**src/rtl/seg_scan_driver_if.sv**
```systemverilog
// Signal bundle between the ring-counter/display-control side and the 7-segment scan driver.
// The master modport is the driving side; the slave modport is the scan driver.
interface seg_scan_driver_if;
  logic [3:0]  digit_sel;
  logic [15:0] data_in;
  logic [3:0]  dp_in;
  logic        load;
  logic        blank_lz;
  logic [3:0]  blink_en;
  logic        busy;
  logic        frame_start;
  logic [3:0]  an;
  logic [6:0]  seg;
  logic        dp;

  modport master (
    output digit_sel, data_in, dp_in, load, blank_lz, blink_en,
    input  busy, frame_start, an, seg, dp
  );

  modport slave (
    input  digit_sel, data_in, dp_in, load, blank_lz, blink_en,
    output busy, frame_start, an, seg, dp
  );
endinterface

```
**src/rtl/seg_scan_driver.sv**
```systemverilog
// Multiplexed 7-segment scan driver with double-buffered value and frame-aligned commit.
// Also handles leading-zero blanking, per-digit blink and blanking on an illegal select.
module seg_scan_driver #(
  parameter int unsigned BLINK_HALF = 31
) (
  input  logic             clk_500hz,
  input  logic             reset_n,
  seg_scan_driver_if.slave bus
);
  localparam int unsigned DATA_W = 16;
  localparam int unsigned DP_W   = 4;
  localparam int unsigned SEG_W  = 7;
  localparam int unsigned CNT_W  = 8;

  localparam logic [DP_W-1:0]  SEL_D3     = 4'b0111;
  localparam logic [DP_W-1:0]  SEL_D2     = 4'b1011;
  localparam logic [DP_W-1:0]  SEL_D1     = 4'b1101;
  localparam logic [DP_W-1:0]  SEL_D0     = 4'b1110;
  localparam logic [SEG_W-1:0] SEG_OFF    = 7'b1111111;
  localparam logic [CNT_W-1:0] BLINK_LAST = CNT_W'(BLINK_HALF - 1);

  typedef struct packed {
    logic [DATA_W-1:0] data;
    logic [DP_W-1:0]   dp;
  } frame_t;

  frame_t             pend_q, pend_d;
  frame_t             disp_q, disp_d;
  logic               pend_v_q, pend_v_d;
  logic [CNT_W-1:0]   blink_cnt_q, blink_cnt_d;
  logic               blink_ph_q, blink_ph_d;
  logic [DP_W-1:0]    an_q, an_d;
  logic [SEG_W-1:0]   seg_q, seg_d;
  logic               dp_q, dp_d;
  logic               frame_start_q, frame_start_d;

  logic               frame_edge;
  logic               sel_legal;
  logic [1:0]         idx;
  logic [3:0]         nib;
  logic               lz_blank;
  logic               blink_blank;

  function automatic logic [SEG_W-1:0] hex_to_seg(input logic [3:0] h);
    logic [SEG_W-1:0] s;
    case (h)
      4'h0: s = 7'b0000001;
      4'h1: s = 7'b1001111;
      4'h2: s = 7'b0010010;
      4'h3: s = 7'b0000110;
      4'h4: s = 7'b1001100;
      4'h5: s = 7'b0100100;
      4'h6: s = 7'b0100000;
      4'h7: s = 7'b0001111;
      4'h8: s = 7'b0000000;
      4'h9: s = 7'b0000100;
      4'hA: s = 7'b0001000;
      4'hB: s = 7'b1100000;
      4'hC: s = 7'b0110001;
      4'hD: s = 7'b1000010;
      4'hE: s = 7'b0110000;
      default: s = 7'b0111000;
    endcase
    return s;
  endfunction

  // Buffering, blink timing and per-digit output; outputs use the post-commit
  // display and phase so a whole frame always shows one consistent value.
  always_comb begin
    pend_d        = pend_q;
    pend_v_d      = pend_v_q;
    disp_d        = disp_q;
    blink_cnt_d   = blink_cnt_q;
    blink_ph_d    = blink_ph_q;
    sel_legal     = 1'b1;
    idx           = 2'd0;
    lz_blank      = 1'b0;

    frame_edge = (bus.digit_sel == SEL_D3);

    if (frame_edge && pend_v_q) begin
      disp_d   = pend_q;
      pend_v_d = 1'b0;
    end
    if (bus.load) begin
      pend_d   = '{data: bus.data_in, dp: bus.dp_in};
      pend_v_d = 1'b1;
    end

    if (frame_edge) begin
      if (blink_cnt_q == BLINK_LAST) begin
        blink_cnt_d = '0;
        blink_ph_d  = ~blink_ph_q;
      end else begin
        blink_cnt_d = blink_cnt_q + CNT_W'(1);
      end
    end

    case (bus.digit_sel)
      SEL_D3:  idx = 2'd3;
      SEL_D2:  idx = 2'd2;
      SEL_D1:  idx = 2'd1;
      SEL_D0:  idx = 2'd0;
      default: sel_legal = 1'b0;
    endcase

    nib = disp_d.data[{idx, 2'b00} +: 4];
    case (idx)
      2'd3:    lz_blank = (disp_d.data[15:12] == 4'h0);
      2'd2:    lz_blank = (disp_d.data[15:8]  == 8'h00);
      2'd1:    lz_blank = (disp_d.data[15:4]  == 12'h000);
      default: lz_blank = 1'b0;
    endcase
    lz_blank    = lz_blank && bus.blank_lz;
    blink_blank = bus.blink_en[idx] && blink_ph_d;

    an_d          = sel_legal ? bus.digit_sel : 4'b1111;
    seg_d         = (!sel_legal || lz_blank || blink_blank) ? SEG_OFF : hex_to_seg(nib);
    dp_d          = !(sel_legal && !blink_blank && disp_d.dp[idx]);
    frame_start_d = frame_edge;
  end

  always_ff @(posedge clk_500hz or negedge reset_n) begin
    if (!reset_n) begin
      pend_q        <= '0;
      pend_v_q      <= 1'b0;
      disp_q        <= '0;
      blink_cnt_q   <= '0;
      blink_ph_q    <= 1'b0;
      an_q          <= 4'b1111;
      seg_q         <= SEG_OFF;
      dp_q          <= 1'b1;
      frame_start_q <= 1'b0;
    end else begin
      pend_q        <= pend_d;
      pend_v_q      <= pend_v_d;
      disp_q        <= disp_d;
      blink_cnt_q   <= blink_cnt_d;
      blink_ph_q    <= blink_ph_d;
      an_q          <= an_d;
      seg_q         <= seg_d;
      dp_q          <= dp_d;
      frame_start_q <= frame_start_d;
    end
  end

  assign bus.busy        = pend_v_q;
  assign bus.frame_start = frame_start_q;
  assign bus.an          = an_q;
  assign bus.seg         = seg_q;
  assign bus.dp          = dp_q;
endmodule

```
**src/flat_wrapper.sv**
```systemverilog
// flat-port wrapper written by rule: the top's interface ports become plain ports
module seg_scan_driver_flat 
#(
  parameter int unsigned BLINK_HALF = 31
)
  (clk_500hz, reset_n, bus_digit_sel, bus_data_in, bus_dp_in, bus_load, bus_blank_lz, bus_blink_en, bus_busy, bus_frame_start, bus_an, bus_seg, bus_dp);
  seg_scan_driver_if bus_i ();
  input  logic clk_500hz;
  input  logic reset_n;
  input wire logic [$bits(bus_i.digit_sel)-1:0] bus_digit_sel;
  input wire logic [$bits(bus_i.data_in)-1:0] bus_data_in;
  input wire logic [$bits(bus_i.dp_in)-1:0] bus_dp_in;
  input wire logic [$bits(bus_i.load)-1:0] bus_load;
  input wire logic [$bits(bus_i.blank_lz)-1:0] bus_blank_lz;
  input wire logic [$bits(bus_i.blink_en)-1:0] bus_blink_en;
  output wire logic [$bits(bus_i.busy)-1:0] bus_busy;
  output wire logic [$bits(bus_i.frame_start)-1:0] bus_frame_start;
  output wire logic [$bits(bus_i.an)-1:0] bus_an;
  output wire logic [$bits(bus_i.seg)-1:0] bus_seg;
  output wire logic [$bits(bus_i.dp)-1:0] bus_dp;
  assign bus_i.digit_sel = bus_digit_sel;
  assign bus_i.data_in = bus_data_in;
  assign bus_i.dp_in = bus_dp_in;
  assign bus_i.load = bus_load;
  assign bus_i.blank_lz = bus_blank_lz;
  assign bus_i.blink_en = bus_blink_en;
  assign bus_busy = bus_i.busy;
  assign bus_frame_start = bus_i.frame_start;
  assign bus_an = bus_i.an;
  assign bus_seg = bus_i.seg;
  assign bus_dp = bus_i.dp;
  seg_scan_driver #(.BLINK_HALF(BLINK_HALF)) u_core (.clk_500hz(clk_500hz), .reset_n(reset_n), .bus(bus_i));
endmodule
```
**config.mk**
```make
export PLATFORM = sky130hd
export DESIGN_NAME = seg_scan_driver_flat
export DESIGN_NICKNAME = d
export VERILOG_FILES = /design/src/rtl/seg_scan_driver_if.sv /design/src/rtl/seg_scan_driver.sv /design/src/flat_wrapper.sv
export SDC_FILE = /design/constraint.sdc
export NUM_CORES = 1
export LEC_CHECK = 0
export CORE_MARGIN = 2
export CORE_UTILIZATION = 54
export DETAILED_ROUTE_END_ITERATION = 8
export PLACE_DENSITY = 0.87
export SYNTH_ARGS = -nofsm -noshare
export SYNTH_HDL_FRONTEND = slang
export SYNTH_SLANG_ARGS = --single-unit
export TNS_END_PERCENT = 20
```
**constraint.sdc**
```tcl
create_clock -name clk_500hz -period 3.2 [get_ports clk_500hz]
set_clock_uncertainty 0.05 [all_clocks]
set_input_delay 0.64 -clock clk_500hz [delete_from_list [all_inputs] [get_ports clk_500hz]]
set_output_delay 0.64 -clock clk_500hz [all_outputs]
set_load 0.1 [all_outputs]
```
==> results.py, run 1 <==
metrics = {
    "status": {
        "run_status": "finished, final reports clean",
    },
    "cells_and_area": {
        "insertedDiodeCount": 0,
        "num-nets-final": 344,
        "final.fill_count": 413,
        "most_common_library_cell_in_the_layout_ignoring_fill_and_taps": "sky130_fd_sc_hd__dfrtp_1",
        "most_frequent_cells_in_the_layout": "51 x sky130_fd_sc_hd__dfrtp_1, 44 x sky130_fd_sc_hd__mux2_2, 35 x sky130_fd_sc_hd__buf_4",
        "drive_above_1_share": 0.366,
        "area_delta_synth_final_pct": 25.0,
    },
    "critical_path": {
        "start_kind": "primary input",
        "worst_path_most_repeated_cell": "sky130_fd_sc_hd__buf_4",
        "arrival_ns": 3.04,
        "crit_family": "buffers and inverters",
        "timing.critical_path.slowest_stage_cell": "sky130_fd_sc_hd__clkdlybuf4s50_1",
        "critical_path.cell_chain": "clkdlybuf4s50_1, buf_4, nand4b_1, inv_2, a221oi_1, buf_4, inv_1, ha_1, mux4_1, nand2b_1",
        "crit_path_max_incr_delay_ns": 0.56,
        "critical_path_peak_fanout": 8,
        "critPathRequiredTime_ns": 3.41,
        "crit_buf_inv": 5,
        "worstSetupEndpointType": "flip-flop",
        "path_class": "primary input to flip-flop",
    },
    "logic_synthesis": {
        "syn-num-nets": 279,
        "synth.area.top_cells": "sky130_fd_sc_hd__dfrtp_1 42%, sky130_fd_sc_hd__mux2_2 16%, sky130_fd_sc_hd__dfstp_2 10%",
        "yosysSeqAreaShare": 0.526,
        "async_flop_share": 1.00,
        "avgSynthCellArea_um2": 12.6,
        "ys_seq_elements": 63,
        "synthAdderAreaFrac": 0.0331,
        "post-synth-top-area-cell": "sky130_fd_sc_hd__dfrtp_1",
        "synthXorXnorAreaFrac": 0.0199,
        "yosys_top_cell_area_share": 0.422,
        "count_of_flip_flops_with_a_built_in_enable_after_synthesis": 0,
        "synthesis.area_um2": 3020,
        "synth-warning-count": 0,
        "simple_gate_area_share_of_the_yosys_netlist": 0.103,
        "synth_compound_gate_area_share": 0.104,
        "syn-instance-count": 239,
        "synth_flop_cell": "sky130_fd_sc_hd__dfrtp_1",
        "combinational_family_with_the_most_area_after_synthesis": "multiplexers",
        "synth_cell_type_count": 48,
        "synth.mux.area_fraction": 0.179,
    },
    "timing": {
        "fmaxAchievable_mhz": 354,
        "final-hold-violation-count": 0,
        "tightest_slew_ns": 0.578,
        "unrepaired_setup_endpoints_after_global_routing": "false",
        "layout_setup_ws_ns": 0.372,
        "report.final.slew_viol_count": 0,
        "timing.max_slew.rel_slack": 0.612,
        "finalSetupViolCount": 0,
        "fin_crit_ns": 2.83,
        "min_period_over_period": 0.884,
        "totalNegativeSetupSlack_ns": 0,
    },
    "detailed_routing": {
        "wire_length_on_met3_um": 302,
        "dr_total_vias": 2066,
        "routed_wl_um": 5800,
        "drt_drc_violations_left": 0,
        "wl_per_cell_um": 15.2,
        "wl_met2_um": 2810,
        "via_per_inst": 5.42,
        "ant_nets": 0,
        "detailedRoute.firstPassIterationCount": 4,
        "met1_length_um": 2580,
        "first_iter_violations": 144,
        "route.top_layer_used": "met4",
    },
    "clocking": {
        "insertion_delay_ns": 0.34,
        "cts_resized": 0,
        "tritoncts": "built",
        "number_of_sinks_on_the_clock_net": 63,
        "htreeDepth": 3,
        "clockRootBuffer": "sky130_fd_sc_hd__clkbuf_8",
        "clkTransAtPathRegs_ns": 0.06,
        "holdBufCountCts": 0,
        "postCtsSetupBuffers": 0,
        "cts_buffers": 9,
        "clockBufferDepth": 2,
    },
    "grt": {
        "globalRoute.totalOverflow": 0,
        "global_route_wire_length_before_repair_um": 9650,
        "grt_start_max_net_pins": 45,
        "number_of_antenna_violations_at_the_first_check_in_global_routing": 0,
        "grt_pass1_vias": 2055,
        "groute.usage.overall": 0.206,
    },
    "job": {
        "timing.max_cap.violations": 0,
    },
    "floorplan": {
        "fp.dieArea_um2": 6210,
        "starting_density_of_the_core": 0.552,
        "top_level_ports": 46,
        "chipHeight_um": 78.8,
        "die-width_um": 78.8,
        "core_area_um2": 5470,
        "placement_rows": 27,
    },
    "power": {
        "power_density_nw_per_um2": 599,
        "leakagePower_uw": 0.00161,
        "irDropWorstVdd_v": 0.000472,
    },
    "placed_design": {
        "gp_congestion": 0.832,
        "dpl.hpwl_um": 4280,
        "placement.setup.worst_slack_ns": 0.0646,
        "io_buffer_count": 45,
    },
    "hold_path": {
        "timing.hold.worst.class": "primary input to asynchronous set/reset pin",
    },
}
[report_power, final]
part	switching (uW)	total [uW]	internal, uW
clock	275	599	323
combinational	351	634	283
sequential	92.9	1030	940
total	719	2260	1550
[flip-flops by register name (all words and copies together) (netlist names), 4 cells and up]
signal / flops
u_core.bus.an: 4
u_core.blink_cnt_q: 8
u_core.disp_q: 20
u_core.pend_q: 20
u_core.bus.seg: 7
[cells in the mapped netlist (3+ instances only)]
cell,n
sky130_fd_sc_hd__nand2_1,16
sky130_fd_sc_hd__nor2b_1,4
sky130_fd_sc_hd__inv_1,7
sky130_fd_sc_hd__xor2_1,3
sky130_fd_sc_hd__dfrtp_1,51
sky130_fd_sc_hd__nand3_1,3
sky130_fd_sc_hd__mux2_2,44
sky130_fd_sc_hd__nor2_1,4
sky130_fd_sc_hd__dfstp_2,12
sky130_fd_sc_hd__clkbuf_1,4
sky130_fd_sc_hd__nand4_1,3
sky130_fd_sc_hd__nand3b_1,11
sky130_fd_sc_hd__ha_1,8
sky130_fd_sc_hd__buf_2,4
sky130_fd_sc_hd__a21oi_1,8
sky130_fd_sc_hd__nand2b_1,3
sky130_fd_sc_hd__nor3_1,6
sky130_fd_sc_hd__a22oi_1,3
sky130_fd_sc_hd__o21ai_0,7
[metal layers]
layer / vias up / track usage
li1: 999 / -
met1: 995 / 0.258
met2: 62 / 0.328
met3: 10 / 0.0682
met4: 0 / 0.0897
met5: - / 0
[layout make-up]
cell class | instances | area (um^2) | area share
inverter | 8 | 30.0 | 0.00794
clock buffer | 15 | 166 | 0.0440
sequential | 63 | 1590 | 0.421
timing repair buffer | 66 | 568 | 0.150
clock inverter | 1 | 5.00 | 0.00132
multi-input combinational | 156 | 1330 | 0.352
tap | 72 | 90.1 | 0.0238
[kinds of logic after synthesis]
logic type	count (synthesis)
flip-flops	63
AO/OA/AOI/OAI	39
buffers and inverters	20
adder cells (fa/ha/maj)	8
XOR/XNOR	6
AND/OR/NAND/NOR	56
multiplexers	47
[worst paths after layout]
path | start | end | slack [ns] | depth (start not counted)
worst max-delay path | bus_digit_sel[3] | u_core.bus.seg[3] | 0.37 | 10
worst min-delay path | reset_n | u_core.disp_q[9] | 0.18 | 1
worst max register to register | u_core.bus.busy | u_core.bus.seg[3] | 0.78 | 7
worst min register to register | u_core.blink_cnt_q[7] | u_core.blink_cnt_q[7] | 0.43 | 1
max in group asynchronous | reset_n | u_core.bus.seg[5] | 2.03 | 2
min in group clk_500hz | u_core.blink_cnt_q[7] | u_core.blink_cnt_q[7] | 0.43 | 1
[through the flow]
stage          hold WS (ns)  utilization  total power, uW  cells  area (um^2)
2_1_floorplan         0.294            -             1480    239         3020
4_1_cts               0.183        0.691             2290    381         3780
3_5_place_dp          0.416        0.659             1680    365         3610
5_1_grt               0.203        0.691             2390    381         3780
6_report              0.185        0.691             2260    381         3780
3_3_place_gp          0.405        0.659             1660    365         3610
Power figures use the tool's default switching activity.
==> run 2, diff against run 1 <==
--- a/config.mk
+++ b/config.mk
@@ -5,10 +5,11 @@
 export SDC_FILE = /design/constraint.sdc
 export NUM_CORES = 1
 export LEC_CHECK = 0
+export ABC_AREA = 1
 export CORE_MARGIN = 2
 export CORE_UTILIZATION = 54
 export DETAILED_ROUTE_END_ITERATION = 8
-export PLACE_DENSITY = 0.87
+export PLACE_DENSITY = 0.86
 export SYNTH_ARGS = -nofsm -noshare
 export SYNTH_HDL_FRONTEND = slang
 export SYNTH_SLANG_ARGS = --single-unit
==> run 2 against run 1 <==
Setup slack better by 0.078 ns. Area after synthesis up 6.2%. Critical endpoint is now u_core.bus.seg[4]. Critical path depth up 5. Sequential share of layout area down 0.73 points. Design area up 1.8%. Core utilization down 2.9 points. Combinational power down 5.4%. Sequential power down 4%.
==> results.py, run 2 <==
metrics = {
    "clocking": {
        "clockBufferDepth": 2,
        "tritoncts": "built",
        "clockRootBuffer": "sky130_fd_sc_hd__clkbuf_8",
        "number_of_sinks_on_the_clock_net": 63,
        "cts_resized": 0,
        "holdBufCountCts": 0,
        "cts_buffers": 9,
        "htreeDepth": 3,
        "insertion_delay_ns": 0.34,
        "clkTransAtPathRegs_ns": 0.07,
        "postCtsSetupBuffers": 0,
    },
    "detailed_routing": {
        "first_iter_violations": 111,
        "ant_nets": 0,
        "via_per_inst": 4.95,
        "wl_per_cell_um": 12.8,
        "routed_wl_um": 6550,
        "drt_drc_violations_left": 0,
        "detailedRoute.firstPassIterationCount": 4,
        "dr_total_vias": 2541,
    },
    "placed_design": {
        "io_buffer_count": 45,
        "dpl.hpwl_um": 4920,
        "post-place-cells": 497,
        "placement.setup.worst_slack_ns": 0.102,
        "gp_congestion": 0.891,
    },
    "grt": {
        "number_of_antenna_violations_at_the_first_check_in_global_routing": 0,
        "grt_start_max_net_pins": 35,
        "grt_pass1_vias": 2420,
        "global_route_wire_length_before_repair_um": 11000,
        "groute.usage.overall": 0.227,
        "globalRoute.totalOverflow": 0,
    },
    "logic_synthesis": {
        "ys_seq_elements": 63,
        "syn-num-nets": 418,
        "synth_cell_type_count": 36,
        "yosysMostFrequentCell": "sky130_fd_sc_hd__nand2_1",
        "async_flop_share": 1.00,
        "synth_common_cells": "116 x sky130_fd_sc_hd__nand2_1, 52 x sky130_fd_sc_hd__inv_1, 51 x sky130_fd_sc_hd__dfrtp_1",
        "synth-warning-count": 0,
        "post-synth-top-area-cell": "sky130_fd_sc_hd__dfrtp_1",
        "yosysSeqAreaShare": 0.496,
        "synthesis.area_um2": 3210,
        "syn-instance-count": 378,
        "count_of_flip_flops_with_a_built_in_enable_after_synthesis": 0,
        "synth_flop_cell": "sky130_fd_sc_hd__dfrtp_1",
        "yosys_top_cell_area_share": 0.398,
        "synth.area.top_cells": "sky130_fd_sc_hd__dfrtp_1 40%, sky130_fd_sc_hd__nand2_1 14%, sky130_fd_sc_hd__dfstp_2 9.8%",
        "avgSynthCellArea_um2": 8.49,
    },
    "floorplan": {
        "core_area_um2": 5820,
        "fp.dieArea_um2": 6580,
        "die-width_um": 81.1,
        "top_level_ports": 46,
        "starting_density_of_the_core": 0.552,
        "chipHeight_um": 81.1,
        "placement_rows": 28,
    },
    "cells_and_area": {
        "seqCellArea_um2": 1590,
        "drive_above_1_share": 0.194,
        "most_common_library_cell_in_the_layout_ignoring_fill_and_taps": "sky130_fd_sc_hd__nand2_1",
        "leading_registers_by_flop_count": "u_core.disp_q (20), u_core.pend_q (20), u_core.blink_cnt_q (8)",
        "num-nets-final": 473,
        "insertedDiodeCount": 0,
        "most_frequent_cells_in_the_layout": "116 x sky130_fd_sc_hd__nand2_1, 52 x sky130_fd_sc_hd__inv_1, 51 x sky130_fd_sc_hd__dfrtp_1",
        "area_delta_synth_final_pct": 19.8,
        "area_occupied_by_multi_input_gates_um2": 1290,
        "post_layout_nonfiller_instances": 513,
        "final.fill_count": 489,
    },
    "hold_path": {
        "timing.hold.worst.class": "primary input to asynchronous set/reset pin",
    },
    "power": {
        "switching_share": 0.342,
        "irDropWorstVdd_v": 0.000322,
        "power_density_nw_per_um2": 572,
        "clk_pwr_share": 0.280,
        "power_frac_comb": 0.273,
        "share_seq_of_total_power": 0.448,
        "cell_internal_pwr_uw": 1450,
        "leakagePower_uw": 0.00196,
        "switchingPower_uw": 754,
    },
    "timing": {
        "fmaxAchievable_mhz": 364,
        "final-hold-violation-count": 0,
        "layout_setup_ws_ns": 0.449,
        "totalNegativeSetupSlack_ns": 0,
        "timing.max_slew.rel_slack": 0.725,
        "fin_crit_ns": 2.75,
        "finalSetupViolCount": 0,
        "tightest_slew_ns": 0.413,
        "unrepaired_setup_endpoints_after_global_routing": "false",
        "report.final.slew_viol_count": 0,
        "min_period_over_period": 0.860,
    },
    "critical_path": {
        "critPathRequiredTime_ns": 3.43,
        "worstSetupEndpointType": "flip-flop",
        "critical_path_peak_fanout": 17,
        "path_class": "primary input to flip-flop",
        "start_kind": "primary input",
        "r2r_cells": 10,
        "arrival_ns": 2.98,
    },
    "job": {
        "timing.max_cap.violations": 0,
    },
    "status": {
        "run_status": "finished, final reports clean",
    },
}
-- run 2: metal layers --
metal | GRT usage | routed length, um | part of all wire
met4 | 0.119 | 164 | 0.025
met3 | 0.0467 | 268 | 0.041
met2 | 0.376 | 3270 | 0.50
met5 | 0 | 0 | 0
met1 | 0.282 | 2850 | 0.43
-- run 2: worst paths after layout --
kind | slack [ns] | start | end
setup / recovery | 0.45 | bus_digit_sel[1] | u_core.bus.seg[4]
setup reg to reg | 1.17 | u_core.blink_cnt_q[0] | u_core.bus.seg[5]
min in group clk_500hz | 0.42 | u_core.pend_q[7] | u_core.pend_q[7]
hold reg to reg | 0.42 | u_core.pend_q[7] | u_core.pend_q[7]
max in group asynchronous | 2.49 | reset_n | u_core.bus.an[1]
hold / removal | 0.02 | reset_n | u_core.blink_cnt_q[7]
-- run 2: power groups by stage --
| stage | logic [uW] | registers (uW) | clock network (uW) |
|---|---|---|---|
| 6_report | 600 | 985 | 616 |
| 2_1_floorplan | 338 | 1090 | 0 |
| 3_3_place_gp | 577 | 991 | 0 |
| 4_1_cts | 600 | 985 | 627 |
| 3_5_place_dp | 599 | 998 | 0 |
| 5_1_grt | 673 | 996 | 664 |
-- run 2: cell families after synthesis --
family / share of synthesized area
AND/OR/NAND/NOR: 0.301
flip-flops: 0.496
AO/OA/AOI/OAI: 0.0655
buffers and inverters: 0.101
XOR/XNOR: 0.00546
adder cells (fa/ha/maj): 0.0312
-- run 2: critical path, stage by stage --
cell,delay [ns]
sky130_fd_sc_hd__clkdlybuf4s50_1,0.56
sky130_fd_sc_hd__nand2_2,0.12
sky130_fd_sc_hd__inv_2,0.10
sky130_fd_sc_hd__nand3_2,0.28
sky130_fd_sc_hd__nand2_1,0.15
sky130_fd_sc_hd__nand2_1,0.10
sky130_fd_sc_hd__nand2_1,0.07
sky130_fd_sc_hd__nand2_1,0.06
sky130_fd_sc_hd__nor2_2,0.24
sky130_fd_sc_hd__inv_1,0.13
sky130_fd_sc_hd__ha_1,0.22
sky130_fd_sc_hd__nand2_2,0.08
sky130_fd_sc_hd__o21ai_1,0.06
sky130_fd_sc_hd__o21ai_1,0.11
sky130_fd_sc_hd__nand2_2,0.06
-- run 2: final cells by class --
cell class	count	area share
Sequential cell	63	0.414
Timing Repair Buffer	55	0.126
Clock inverter	1	0.00130
Multi-Input combinational cell	248	0.336
Tap cell	75	0.0244
Clock buffer	15	0.0433
Inverter	56	0.0547
-- run 2: metrics by stage --
stage	hold WS (ns)	power, uW	utilization	instance area [um^2]
3_3_place_gp	0.381	1570	0.632	3670
3_5_place_dp	0.381	1600	0.632	3670
2_1_floorplan	0.294	1430	-	3210
4_1_cts	0.00900	2210	0.661	3850
6_report	0.0200	2200	0.661	3850
5_1_grt	0.000666	2330	0.661	3850
==> run 3, diff against run 2 <==
--- a/config.mk
+++ b/config.mk
@@ -10,6 +10,7 @@
 export CORE_UTILIZATION = 54
 export DETAILED_ROUTE_END_ITERATION = 8
 export PLACE_DENSITY = 0.86
+export SLEW_MARGIN = 20
 export SYNTH_ARGS = -nofsm -noshare
 export SYNTH_HDL_FRONTEND = slang
 export SYNTH_SLANG_ARGS = --single-unit
==> results of run 3 <==
Same layout as run 2: the final DEF is identical, and so are final timing and power.
